$ cat src/rtl/audio_capture.sv
// rtl/audio_capture.sv - 1-bit audio sampler packing MSB-first 16-bit words into a read FIFO
// Optional feature macro: AUDIO_CAPTURE_MAJORITY_EN (3-tap majority glitch filter on samples)
module audio_capture #(
  parameter logic [15:0] SAMPLE_DIV = 16'd2500,
  parameter int          DEPTH_LOG2 = 4
) (
  input  logic                  Master_Clock_In,
  input  logic                  Master_Reset_N_In,
  input  logic                  Signal_In,
  input  logic                  Capture_En_In,
  input  logic                  Rd_En_In,
  output logic [15:0]           Data_Out,
  output logic                  Data_Valid_Out,
  output logic                  Empty_Out,
  output logic                  Full_Out,
  output logic                  Overflow_Out,
  output logic [DEPTH_LOG2:0]   Word_Count_Out
);
  localparam int DEPTH = 1 << DEPTH_LOG2;
  localparam logic [DEPTH_LOG2:0]   FULL_CNT = (DEPTH_LOG2+1)'(DEPTH);
  localparam logic [DEPTH_LOG2:0]   CNT_ONE  = (DEPTH_LOG2+1)'(1);
  localparam logic [DEPTH_LOG2-1:0] PTR_ONE  = DEPTH_LOG2'(1);

  typedef enum logic [1:0] {IDLE, CAPTURE, FLUSH} state_t;
  state_t state, state_next;

  logic        sync1, sync2, sample;
  logic        start, tick, wr_en, rd_ok, wr_ok;
  logic [15:0] div;
  logic [3:0]  bit_cnt;
  logic [15:0] shift, wr_data;
  logic [15:0] mem [DEPTH];
  logic [DEPTH_LOG2-1:0] wr_ptr, rd_ptr;
  logic [DEPTH_LOG2:0]   count, count_next;

  always_ff @(posedge Master_Clock_In or negedge Master_Reset_N_In) begin
    if (!Master_Reset_N_In) begin
      sync1 <= 1'b0;
      sync2 <= 1'b0;
    end else begin
      sync1 <= Signal_In;
      sync2 <= sync1;
    end
  end

`ifdef AUDIO_CAPTURE_MAJORITY_EN
  logic hist1, hist2;
  always_ff @(posedge Master_Clock_In or negedge Master_Reset_N_In) begin
    if (!Master_Reset_N_In) begin
      hist1 <= 1'b0;
      hist2 <= 1'b0;
    end else begin
      hist1 <= sync2;
      hist2 <= hist1;
    end
  end
  assign sample = (sync2 & hist1) | (sync2 & hist2) | (hist1 & hist2);
`else
  assign sample = sync2;
`endif

  always_ff @(posedge Master_Clock_In or negedge Master_Reset_N_In) begin
    if (!Master_Reset_N_In) state <= IDLE;
    else                    state <= state_next;
  end

  always_comb begin
    state_next = state;
    start      = 1'b0;
    case (state)
      IDLE: begin
        if (Capture_En_In) begin
          state_next = CAPTURE;
          start      = 1'b1;
        end
      end
      CAPTURE: if (!Capture_En_In) state_next = FLUSH;
      FLUSH:   state_next = IDLE;
      default: state_next = IDLE;
    endcase
  end

  assign tick = (state == CAPTURE) && (div == SAMPLE_DIV - 16'd1);

  always_ff @(posedge Master_Clock_In or negedge Master_Reset_N_In) begin
    if (!Master_Reset_N_In) begin
      div     <= 16'd0;
      bit_cnt <= 4'd0;
      shift   <= 16'd0;
    end else if (start) begin
      div     <= 16'd0;
      bit_cnt <= 4'd0;
      shift   <= 16'd0;
    end else if (state == CAPTURE) begin
      div <= tick ? 16'd0 : div + 16'd1;
      if (tick) begin
        shift   <= {shift[14:0], sample};
        bit_cnt <= bit_cnt + 4'd1;
      end
    end else begin
      div <= 16'd0;
    end
  end

  // A partial word at flush holds bit_cnt samples in the low bits; left-align them.
  assign wr_en   = (tick && bit_cnt == 4'd15) || (state == FLUSH && bit_cnt != 4'd0);
  assign wr_data = tick ? {shift[14:0], sample} : (shift << (5'd16 - {1'b0, bit_cnt}));

  assign rd_ok = Rd_En_In && (count != '0);
  assign wr_ok = wr_en && ((count != FULL_CNT) || rd_ok);

  always_comb begin
    count_next = count;
    if (wr_ok && !rd_ok)      count_next = count + CNT_ONE;
    else if (rd_ok && !wr_ok) count_next = count - CNT_ONE;
  end

  always_ff @(posedge Master_Clock_In) begin
    if (wr_ok) mem[wr_ptr] <= wr_data;
  end

  always_ff @(posedge Master_Clock_In or negedge Master_Reset_N_In) begin
    if (!Master_Reset_N_In) begin
      wr_ptr         <= '0;
      rd_ptr         <= '0;
      count          <= '0;
      Data_Out       <= 16'd0;
      Data_Valid_Out <= 1'b0;
      Empty_Out      <= 1'b1;
      Full_Out       <= 1'b0;
      Overflow_Out   <= 1'b0;
    end else begin
      if (wr_ok) wr_ptr <= wr_ptr + PTR_ONE;
      if (rd_ok) begin
        rd_ptr   <= rd_ptr + PTR_ONE;
        Data_Out <= mem[rd_ptr];
      end
      Data_Valid_Out <= rd_ok;
      count          <= count_next;
      Empty_Out      <= (count_next == '0);
      Full_Out       <= (count_next == FULL_CNT);
      if (start)               Overflow_Out <= 1'b0;
      else if (wr_en && !wr_ok) Overflow_Out <= 1'b1;
    end
  end

  assign Word_Count_Out = count;
endmodule

$ cat config.mk
export PLATFORM = sky130hd
export DESIGN_NAME = audio_capture
export DESIGN_NICKNAME = d
export VERILOG_FILES = /design/src/rtl/audio_capture.sv
export SDC_FILE = /design/constraint.sdc
export NUM_CORES = 1
export LEC_CHECK = 0
export ABC_CLOCK_PERIOD_IN_PS = 8300
export CORE_MARGIN = 2
export CORE_UTILIZATION = 65
export DETAILED_ROUTE_END_ITERATION = 7
export PLACE_DENSITY = 0.83
export SETUP_SLACK_MARGIN = 0.5
export SLEW_MARGIN = 0
export SYNTH_ARGS = -nofsm -noshare
export SYNTH_HDL_FRONTEND = slang
export SYNTH_SLANG_ARGS = --single-unit
$ cat constraint.sdc
create_clock -name Master_Clock_In -period 8.3 [get_ports Master_Clock_In]
set_input_delay 0.83 -clock Master_Clock_In [delete_from_list [all_inputs] [get_ports Master_Clock_In]]
set_output_delay 0.83 -clock Master_Clock_In [all_outputs]
set_load 0.02 [all_outputs]
## Yosys cells after proc, flatten, opt, wreduce, memory -nomap -nowiden

Memories as Yosys holds them, arrays and structs flattened. A register that Yosys moved wholly into a read port is not among the register bits.
Cells that the tools add are included.

| storage, ports and cells | value |
|---|---|
| flip-flop bits (word level) | 57 |
| RAM bits | 256 |
| bits of input ports | 5 |
| output and inout bits | 25 |
| logic and storage cells | 73 |
| memories | 1 |

Memory list:

| memory | depth | bits a word | read ports | clocked after Yosys merged registers in | write ports | RTL line | text |
|---|---|---|---|---|---|---|---|
| mem | 16 | 16 | 1 | 1 | 1 | 32 | `logic [15:0] mem [DEPTH];` |

| operators by class | value |
|---|---|
| add/subtract/negate cells | 7 |
| equal/unequal tests | 8 |
| shifts and indexed selects | 1 |
| multiplexer cells | 21 |
| reduce and logical (&&, ||, !) cells | 22 |

Operators with widths:

| operator | count |
|---|---|
| $mux 16 | 7 |
| $add 16x1->16 const B | 1 |
| $eq 16x12->1 const B | 1 |
| $shl 16x5->16 | 1 |
| $add 4x1->4 const B | 3 |
| $mux 4 | 3 |
| $mux 5 | 2 |
| $logic_and 1x1->1 | 8 |
| $mux 1 | 6 |
| $reduce_bool 2->1 | 3 |
| $add 5x1->5 const B | 1 |
| $eq 5x5->1 const B | 1 |
| $logic_not 5->1 | 1 |
| $ne 5x5->1 const B | 1 |
| $reduce_bool 5->1 | 1 |
| $sub 5x1->5 const B | 1 |
| $sub 5x4->5 const A | 1 |
| $eq 4x4->1 const B | 1 |
| $mux 2 | 2 |
| $ne 2x2->1 const B | 2 |
| $pmux 2 s2 | 1 |
| $reduce_and 2->1 | 2 |
| $reduce_bool 4->1 | 1 |
| $logic_not 1->1 | 3 |
| other kinds (4) | 5 |

## Logic depth before layout (Yosys ltp)

Gate-level depths: netlist of the first run.

| depth | value |
|---|---|
| word-level depth | 10 |
| gate-level depth with buffers | 11 |

## Worst setup path after synthesis of the first run

No wires, ideal clock.

| timing path | value |
|---|---|
| kind | reg-to-reg |
| start point | register bit_cnt[0] |
| end point | memory mem[0][15] (data pin) |
| library setup time | 0.330 ns |
| arrival time | 2.997 ns |
| required time | 7.970 ns |
| path slack | 4.972 ns |
| cell stages (with the launch flop) | 12 |
| clock period less this slack | 3.328 ns |
| cells stage by stage | dfrtp_1 -> clkbuf_1 -> inv_2 -> ha_1 -> buf_1 -> buf_2 -> mux2i_1 -> mux2i_1 -> nand2_1 -> a21oi_1 -> nor2_1 -> o21ai_0 |

| on the way | value |
|---|---|
| word-level cells in the longest chain between the ends | 3 |

RTL lines:

| what | RTL line | text |
|---|---|---|
| start: declaration | 30 | `logic [3:0] bit_cnt;` |
| start signal: assignment | 98 | `bit_cnt <= bit_cnt + 4'd1;` |
| $sub 5x4->5 | 107 | `assign wr_data = tick ? {shift[14:0], sample} : (shift << (5'd16 - {1'b0, bit_cnt}));` |
| $shl 16x5->16 | 107 |  |
| $mux 16 | 107 |  |
| named net wr_data[15] | 31 | `logic [15:0] shift, wr_data;` |
| end: declaration | 32 |  |

The timed path passes the listed nets, and every way through them passes these cells.

## Worst setup path after layout of the first run

| timing path | value |
|---|---|
| start point | register bit_cnt[0] |
| end point | memory mem[0][1], enable pin |

| on the way | value |
|---|---|
| word-level cells in the longest chain between the ends | 6 |
| elaborated cells between the ends (all ways) | 8 |

RTL lines:

| what | RTL line | text |
|---|---|---|
| $eq 4x4->1 or $reduce_bool 4->1 (tied branches) | 106 | `assign wr_en = (tick && bit_cnt == 4'd15) \|\| (state == FLUSH && bit_cnt != 4'd0);` |
| $logic_and 1x1->1 | 106 |  |
| $logic_or 1x1->1 * | 106 |  |
| $logic_and 1x1->1 * | 110 | `assign wr_ok = wr_en && ((count != FULL_CNT) \|\| rd_ok);` |
| $mux 1 * | 119 | `if (wr_ok) mem[wr_ptr] <= wr_data;` |
| $mux 1 (implied by the code) * | 119 |  |

Mark *: on every way between the ends. The rest lies on a longest branch, timed or not.

==> results of run 1 <==
-- layout make-up --
cell class	count	area, sq um	area share, %
Inverter	9	33.8	0.219
Clock inverter	18	155	1.01
Tap cell	275	344	2.23
Timing Repair Buffer	41	378	2.45
Multi-Input combinational cell	453	4050	26.3
Sequential cell	329	9520	61.7
Clock buffer	46	948	6.15
-- synth_stat cells, drive strengths merged, types with 7 or more instances --
| master | instances |
|---|---|
| a21oi | 25 |
| and2 | 16 |
| buf | 17 |
| clkbuf | 24 |
| dfrtp | 72 |
| edfxtp | 256 |
| ha | 11 |
| inv | 9 |
| mux2i | 18 |
| mux4 | 83 |
| nand2 | 118 |
| nand2b | 7 |
| nand3 | 19 |
| nor2 | 45 |
| nor3 | 8 |
| o21ai | 14 |
| xnor2 | 16 |
| xor2 | 13 |
-- power breakdown --
group          internal [uW]  leakage, uW  switching [uW]
Clock                    874     0.000541             626
Sequential              1830      0.00347             121
Combinational            532      0.00157             489
-- sequential cells by signal, summed over array words and instances, names as in the netlist --
signal	flops
mem	256
Data_Out	16
div	16
shift	16
Word_Count_Out	5
bit_cnt	4
rd_ptr	4
wr_ptr	4
state	2
Data_Valid_Out	1
Empty_Out	1
Full_Out	1
Overflow_Out	1
sample	1
sync1	1
-- routing by layer --
layer  wire length [um]  track usage (%)
met5                  0                0
met1              12100             39.7
met3               2040             5.37
met2              15500             47.3
met4                862             9.86
-- layout by cell type (no fill, tap or decap), types with 3 or more instances in the layout --
master / count
nand2b_1: 7
edfxtp_1: 256
ha_1: 11
mux4_2: 83
o211ai_1: 4
and2_1: 16
dfrtp_1: 70
clkdlybuf4s50_1: 28
nor2b_1: 4
nor3_1: 8
xor2_1: 13
o31ai_1: 4
nor2_1: 45
inv_1: 8
nand3_1: 19
o21ai_0: 12
nand2_1: 118
clkinv_1: 5
buf_4: 13
mux2i_1: 18
a21oi_1: 24
and4_1: 4
xnor2_1: 16
clkbuf_1: 9
and3_1: 4
clkbuf_16: 36
mux2_2: 3
clkinv_2: 7
-- metrics by stage --
stage	setup slack (ns)	std cells	utilization (%)
after floorplan	4.97	832	-
after detailed placement	4.05	1107	68.6
after global placement	4.39	1107	68.6
final	4.41	1171	73.9
after CTS	4.01	1171	73.9
after global routing	4.04	1171	73.9
-- logic make-up after synthesis --
logic type | synth area share (%)
DFF | 69.1
and+or+nand+nor | 8.47
muxes | 15.1
AOI/OAI and AO/OA | 2.97
buffers and inverters | 1.49
xor gates and xnor gates | 1.84
adders and majority gates | 0.999
-- worst max-delay path: stages, from the launching register on --
cell	delay, ns
dfrtp_1	0.83
inv_2	0.21
ha_1	0.33
nor3b_1	0.21
nor2_1	0.20
a21o_2	0.22
and2_1	0.36
nor3b_2	0.30
and2_1	0.84
-- path summary, 6_finish.rpt --
path                                                end  slack (ns)                    from  cells past startpoint
worst min register to register         sample$_DFF_PN0_        0.35         sync1$_DFF_PN0_                      0
worst max-delay path                mem[0][1]$_DFFE_PP_        4.41  bit_cnt[0]$_DFFE_PN0P_                      8
worst max register to register      mem[0][1]$_DFFE_PP_        4.41  bit_cnt[0]$_DFFE_PN0P_                      8
min in group Master_Clock_In           sample$_DFF_PN0_        0.35         sync1$_DFF_PN0_                      0
worst min-delay path            Data_Out[4]$_DFFE_PN0P_        0.24       Master_Reset_N_In                      1
max in group asynchronous         rd_ptr[0]$_DFFE_PN0P_        7.05       Master_Reset_N_In                      2
==> run_summary.xml, run 1 <==
<?xml version="1.0" encoding="UTF-8"?>
<metrics>
  <group name="status">
    <metric name="status" unit="">finished clean</metric>
  </group>
  <group name="clock_tree">
    <metric name="hold_buffers" unit="">0</metric>
    <metric name="ctsLongestPathBuffers" unit="">3</metric>
    <metric name="insertion_delay" unit="ns">0.52</metric>
    <metric name="ctsHtreeMaxLevel" unit="">2</metric>
    <metric name="clk_transition_reported_paths" unit="ns">0.06</metric>
    <metric name="post_cts.resized_instances" unit="">0</metric>
    <metric name="post-cts-setup-buffer-count" unit="">0</metric>
    <metric name="cts_buffers" unit="">35</metric>
    <metric name="cts_num_sinks" unit="">329</metric>
    <metric name="clk_root_buffer_cell" unit="">clkbuf_16</metric>
    <metric name="cts_tree" unit="">built</metric>
  </group>
  <group name="job">
    <metric name="max_cap_violations" unit="">0</metric>
  </group>
  <group name="pwr">
    <metric name="p_per_area" unit="mW/mm^2">290</metric>
    <metric name="peakVddDrop" unit="mV">0.177</metric>
    <metric name="cellLeakagePower" unit="uW">0.00558</metric>
    <metric name="post-layout-total-power" unit="uW">4470</metric>
  </group>
  <group name="floorplanning">
    <metric name="num_io_pins" unit="">30</metric>
    <metric name="dieArea" unit="sq mm">0.0224</metric>
    <metric name="initial_core_util" unit="%">65.9</metric>
    <metric name="std_cell_rows" unit="">53</metric>
    <metric name="dieWidth" unit="um">150</metric>
    <metric name="coreArea" unit="sq mm">0.0209</metric>
    <metric name="die_h" unit="um">150</metric>
  </group>
  <group name="cells_and_area">
    <metric name="drive_above_1_share" unit="%">18.4</metric>
    <metric name="area_grow_syn2layout" unit="%">12.1</metric>
    <metric name="stdcell_area" unit="sq mm">0.0154</metric>
    <metric name="num-fill-cells" unit="">1190</metric>
    <metric name="design.final.nets" unit="">885</metric>
    <metric name="insertedDiodeCount" unit="">0</metric>
  </group>
  <group name="placed_design">
    <metric name="final_estimated_routing_congestion_in_global_placement" unit="">0.884</metric>
    <metric name="placed_cell_area" unit="sq mm">0.0143</metric>
    <metric name="port_buffers" unit="">29</metric>
    <metric name="post-dp-hpwl" unit="mm">18.0</metric>
  </group>
  <group name="synthesis">
    <metric name="synth-seq-area-share" unit="%">69.1</metric>
    <metric name="netlist_area" unit="sq mm">0.0138</metric>
    <metric name="synth_top_area_share" unit="%">55.8</metric>
    <metric name="netlist-cell-type-count" unit="">58</metric>
    <metric name="netlist.top_cell.by_area" unit="">edfxtp_1</metric>
    <metric name="synth_top_flop_cell" unit="">edfxtp_1</metric>
    <metric name="synth-edff-count" unit="">256</metric>
    <metric name="synth-warning-count" unit="">0</metric>
    <metric name="synth.area.top_cells" unit="">edfxtp_1, mux4_2, dfrtp_1</metric>
    <metric name="synthCells" unit="">832</metric>
    <metric name="async_reset_ff_share" unit="%">22.2</metric>
    <metric name="synthesis.area_per_instance" unit="sq um">16.6</metric>
    <metric name="synth.ff_latch_count" unit="">329</metric>
    <metric name="mappedNetlistNets" unit="">848</metric>
  </group>
  <group name="setup_path">
    <metric name="crit_arrival" unit="ns">4.03</metric>
    <metric name="path_max_fanout" unit="">20</metric>
    <metric name="critical_path_class" unit="">reg -&gt; reg</metric>
    <metric name="worst_setup_path_start_kind" unit="">register</metric>
    <metric name="worstSetupEndpointType" unit="">register</metric>
    <metric name="worstPathRequired" unit="ns">8.44</metric>
  </group>
  <group name="sta">
    <metric name="final.hold.worst_slack" unit="ns">0.235</metric>
    <metric name="fin_skew" unit="ns">0.0272</metric>
    <metric name="grt_setup_unrepaired" unit="">false</metric>
    <metric name="timing_worst_slew_pin_value" unit="ns">1.17</metric>
    <metric name="achievable-frequency" unit="GHz">0.257</metric>
    <metric name="final_period_minus_worst_setup_slack" unit="ns">3.89</metric>
    <metric name="setup_total_negative_slack" unit="ns">0</metric>
    <metric name="finalHoldViolations" unit="">0</metric>
    <metric name="headroom_to_the_max_slew_limit" unit="%">22.2</metric>
    <metric name="setup-violations-final" unit="">0</metric>
    <metric name="maxSlewViolCount" unit="">0</metric>
    <metric name="final_min_period_over_clock_period" unit="%">46.9</metric>
  </group>
  <group name="routing">
    <metric name="wl_per_cell" unit="um">26.1</metric>
    <metric name="initialDrtViolationCount" unit="">613</metric>
    <metric name="vias_per_cell" unit="">6.47</metric>
    <metric name="routed-via-count" unit="">7582</metric>
    <metric name="dr_pass1_iterations" unit="">5</metric>
    <metric name="antenna_violating_nets_post_route" unit="">0</metric>
    <metric name="drt_wl_total" unit="mm">30.6</metric>
    <metric name="drc_viols" unit="">0</metric>
  </group>
  <group name="global_routing">
    <metric name="global_route_usage_over_all_layers" unit="%">28.8</metric>
    <metric name="wire_length_of_the_first_global_routing_pass" unit="mm">47.2</metric>
    <metric name="first_global_vias" unit="">7959</metric>
    <metric name="grt_max_degree" unit="">68</metric>
    <metric name="overflow" unit="">0</metric>
    <metric name="number_of_antenna_violations_at_the_first_check_in_global_routing" unit="">1</metric>
  </group>
  <group name="worst_hold_path">
    <metric name="worst_hold_path_type" unit="">in -&gt; async</metric>
  </group>
</metrics>
(Power assumes the default switching activity.)
==> run 2, diff against run 1 <==
Settings changed: ABC_CLOCK_PERIOD_IN_PS 8300 to 3350, CORE_UTILIZATION 65 to 56, PLACE_DENSITY 0.83 to 0.76.
Clock period 8.3 ns to 3.35 ns, I/O delays scaled along.
==> run 2 against run 1 <==
Register-to-register slack worse by 3.8 ns. Worst setup slack worse by 3.8 ns. Flip-flop and latch count stayed put. Core utilization is 8.8 points lower. Fmax is 43% higher. Critical endpoint is now mem[8][8]$_DFFE_PP_. Cell count is 6.1% higher. Global-route usage is 6.0 points lower. Critical path depth is 2 lower. Non-clock buffer count is 27 higher. Routed wire length is 7.8% lower. Combinational power grew to 2.5 times the previous value.
==> run_summary.xml, run 2 (synthesized netlist as in run 1, its figures left out) <==
<?xml version="1.0" encoding="UTF-8"?>
<metrics>
  <group name="status">
    <metric name="status" unit="">finished clean</metric>
  </group>
  <group name="floorplanning">
    <metric name="initial_core_util" unit="%">56.8</metric>
    <metric name="num_io_pins" unit="">30</metric>
    <metric name="die_h" unit="um">161</metric>
    <metric name="coreArea" unit="sq mm">0.0242</metric>
    <metric name="dieWidth" unit="um">161</metric>
    <metric name="dieArea" unit="sq mm">0.0259</metric>
    <metric name="std_cell_rows" unit="">57</metric>
  </group>
  <group name="global_routing">
    <metric name="overflow" unit="">0</metric>
    <metric name="number_of_antenna_violations_at_the_first_check_in_global_routing" unit="">0</metric>
    <metric name="grt_max_degree" unit="">68</metric>
    <metric name="first_global_vias" unit="">7587</metric>
    <metric name="global_route_usage_over_all_layers" unit="%">22.8</metric>
    <metric name="wire_length_of_the_first_global_routing_pass" unit="mm">44.3</metric>
  </group>
  <group name="setup_path">
    <metric name="crit_path_start" unit="">div[2]$_DFF_PN0_</metric>
    <metric name="worstSetupEndpointType" unit="">register</metric>
    <metric name="worstPathRequired" unit="ns">3.55</metric>
    <metric name="path_max_fanout" unit="">23</metric>
    <metric name="slack_of_the_worst_reg_to_reg_path" unit="ns">0.63</metric>
    <metric name="rr_startpoint" unit="">div[2]$_DFF_PN0_</metric>
    <metric name="crit_path_end" unit="">mem[8][8]$_DFFE_PP_</metric>
    <metric name="r2r_cells" unit="">6</metric>
    <metric name="worstReg2RegEnd" unit="">mem[8][8]$_DFFE_PP_</metric>
    <metric name="worst_setup_path_start_kind" unit="">register</metric>
    <metric name="crit_arrival" unit="ns">2.92</metric>
    <metric name="critical_path_class" unit="">reg -&gt; reg</metric>
  </group>
  <group name="pwr">
    <metric name="p_per_area" unit="mW/mm^2">687</metric>
    <metric name="p_comb_share" unit="%">23.6</metric>
    <metric name="clkPwrFrac" unit="%">31.9</metric>
    <metric name="cellLeakagePower" unit="uW">0.00571</metric>
    <metric name="p_int" unit="uW">7880</metric>
    <metric name="peakVddDrop" unit="mV">0.384</metric>
    <metric name="switching_share" unit="%">27.3</metric>
    <metric name="p_sw" unit="uW">2970</metric>
    <metric name="power_frac_seq" unit="%">44.5</metric>
  </group>
  <group name="placed_design">
    <metric name="placed_cell_area" unit="sq mm">0.0146</metric>
    <metric name="post-place-ws" unit="ns">0.300</metric>
    <metric name="post-dp-hpwl" unit="mm">17.3</metric>
    <metric name="final_estimated_routing_congestion_in_global_placement" unit="">0.822</metric>
    <metric name="port_buffers" unit="">29</metric>
  </group>
  <group name="sta">
    <metric name="fin_skew" unit="ns">0.0216</metric>
    <metric name="fin_ws" unit="ns">0.627</metric>
    <metric name="timing_worst_slew_pin_value" unit="ns">1.20</metric>
    <metric name="setup_total_negative_slack" unit="ns">0</metric>
    <metric name="final_period_minus_worst_setup_slack" unit="ns">2.72</metric>
    <metric name="final.hold.worst_slack" unit="ns">0.268</metric>
    <metric name="final_min_period_over_clock_period" unit="%">81.3</metric>
    <metric name="achievable-frequency" unit="GHz">0.367</metric>
    <metric name="grt_setup_unrepaired" unit="">false</metric>
    <metric name="headroom_to_the_max_slew_limit" unit="%">19.4</metric>
    <metric name="maxSlewViolCount" unit="">0</metric>
    <metric name="finalHoldViolations" unit="">0</metric>
    <metric name="setup-violations-final" unit="">0</metric>
  </group>
  <group name="clock_tree">
    <metric name="ctsHtreeMaxLevel" unit="">2</metric>
    <metric name="cts_tree" unit="">built</metric>
    <metric name="clk_transition_reported_paths" unit="ns">0.06</metric>
    <metric name="ctsLongestPathBuffers" unit="">3</metric>
    <metric name="cts_buffers" unit="">34</metric>
    <metric name="insertion_delay" unit="ns">0.52</metric>
    <metric name="clk_root_buffer_cell" unit="">clkbuf_16</metric>
    <metric name="cts_num_sinks" unit="">329</metric>
  </group>
  <group name="cells_and_area">
    <metric name="num-fill-cells" unit="">1664</metric>
    <metric name="insertedDiodeCount" unit="">0</metric>
    <metric name="drive_above_1_share" unit="%">22.7</metric>
    <metric name="design.final.nets" unit="">912</metric>
    <metric name="top_register" unit="">mem</metric>
    <metric name="area_grow_syn2layout" unit="%">14.7</metric>
    <metric name="stdcell_area" unit="sq mm">0.0158</metric>
    <metric name="commonest_non_fill_non_tap_cell_in_the_layout" unit="">edfxtp_1</metric>
    <metric name="largest_register_ffs" unit="">256</metric>
    <metric name="layout_common_cells" unit="">edfxtp_1, nand2_1, mux4_2, dfrtp_1, nor2_1</metric>
  </group>
  <group name="routing">
    <metric name="drt_wl_total" unit="mm">28.2</metric>
    <metric name="initialDrtViolationCount" unit="">614</metric>
    <metric name="vias_per_cell" unit="">6.01</metric>
    <metric name="routed-via-count" unit="">7462</metric>
    <metric name="antenna_violating_nets_post_route" unit="">0</metric>
    <metric name="dr_pass1_iterations" unit="">4</metric>
    <metric name="wl_per_cell" unit="um">22.7</metric>
    <metric name="drc_viols" unit="">0</metric>
  </group>
  <group name="worst_hold_path">
    <metric name="worst_hold_path_type" unit="">in -&gt; reg</metric>
  </group>
  <group name="job">
    <metric name="max_cap_violations" unit="">0</metric>
  </group>
</metrics>
[run 2: changes by cell type in the layout (fill, tap and decap cells not counted), sizes merged]
cell         delta
buf            +26
clkinvlp        +2
inv             -2
bufinv          -1
dlygate4sd3     +1
clkbuf          -9
clkinv          +5
[run 2: routing by layer]
layer	up-vias	GRT usage (%)	wire (um)
li1	3311	-	-
met1	3790	31.8	11400
met2	308	37.1	14000
met3	53	4.36	2170
met4	0	7.18	644
met5	-	0	0
[run 2: final cells by class]
| class | instances | area (sq um) | share of cell area (%) |
|---|---|---|---|
| repair buffers | 68 | 649 | 4.11 |
| clock buffers | 37 | 883 | 5.59 |
| well taps | 324 | 405 | 2.57 |
| inverters | 9 | 37.5 | 0.238 |
| flip-flops and latches | 329 | 9520 | 60.3 |
| multi-input cells | 453 | 4160 | 26.3 |
| repair inverters | 1 | 5.00 | 0.0317 |
| clock inverters | 21 | 128 | 0.808 |
[run 2: metrics by stage]
| stage | std cells | total power, uW | util [%] |
|---|---|---|---|
| 3_5_place_dp | 1179 | 7450 | 60.3 |
| 4_1_cts | 1239 | 10900 | 64.7 |
| 6_report | 1242 | 10800 | 65.1 |
| 5_1_grt | 1242 | 11300 | 65.1 |
| 2_1_floorplan | 832 | 6620 | - |
| 3_3_place_gp | 1179 | 7430 | 60.3 |
[run 2: power groups by stage]
stage               registers, uW  logic (uW)  clock network [uW]
global placement             4900        2530                   0
floorplan                    4910        1720                   0
global route                 4870        2750                3680
detailed placement           4910        2540                   0
CTS                          4830        2560                3520
finish                       4830        2560                3460
[run 2: how the worst min path moves through the flow]
| stage | cells past startpoint | start | slack (ns) | end |
|---|---|---|---|---|
| 6_report | 1 | Signal_In | 0.27 | sync1$_DFF_PN0_ |
| 5_1_grt | 1 | Signal_In | 0.26 | sync1$_DFF_PN0_ |
| 4_1_cts | 1 | Signal_In | 0.24 | sync1$_DFF_PN0_ |
| 3_5_place_dp | 0 | sync1$_DFF_PN0_ | 0.34 | sample$_DFF_PN0_ |
| 3_3_place_gp | 0 | sync1$_DFF_PN0_ | 0.34 | sample$_DFF_PN0_ |
| 2_1_floorplan | 0 | Master_Reset_N_In | 0.04 | Data_Out[0]$_DFFE_PN0P_ |
[run 2: worst max-delay path: stages (launching register included)]
cell and delay, ns:
dfrtp_1 0.43, or4_4 0.57, nor4_4 0.35, and2_1 0.20, buf_4 0.27, nor2_1 0.18, a22o_2 0.40
[run 2: timing repair]
action	4_1_cts	5_1_grt
cloned	0	1
setup buffers	1	2
gates resized for setup	8	24
hold endpoints to repair	19	0
endpoints found under the setup margin	190	322
hold buffers	1	0
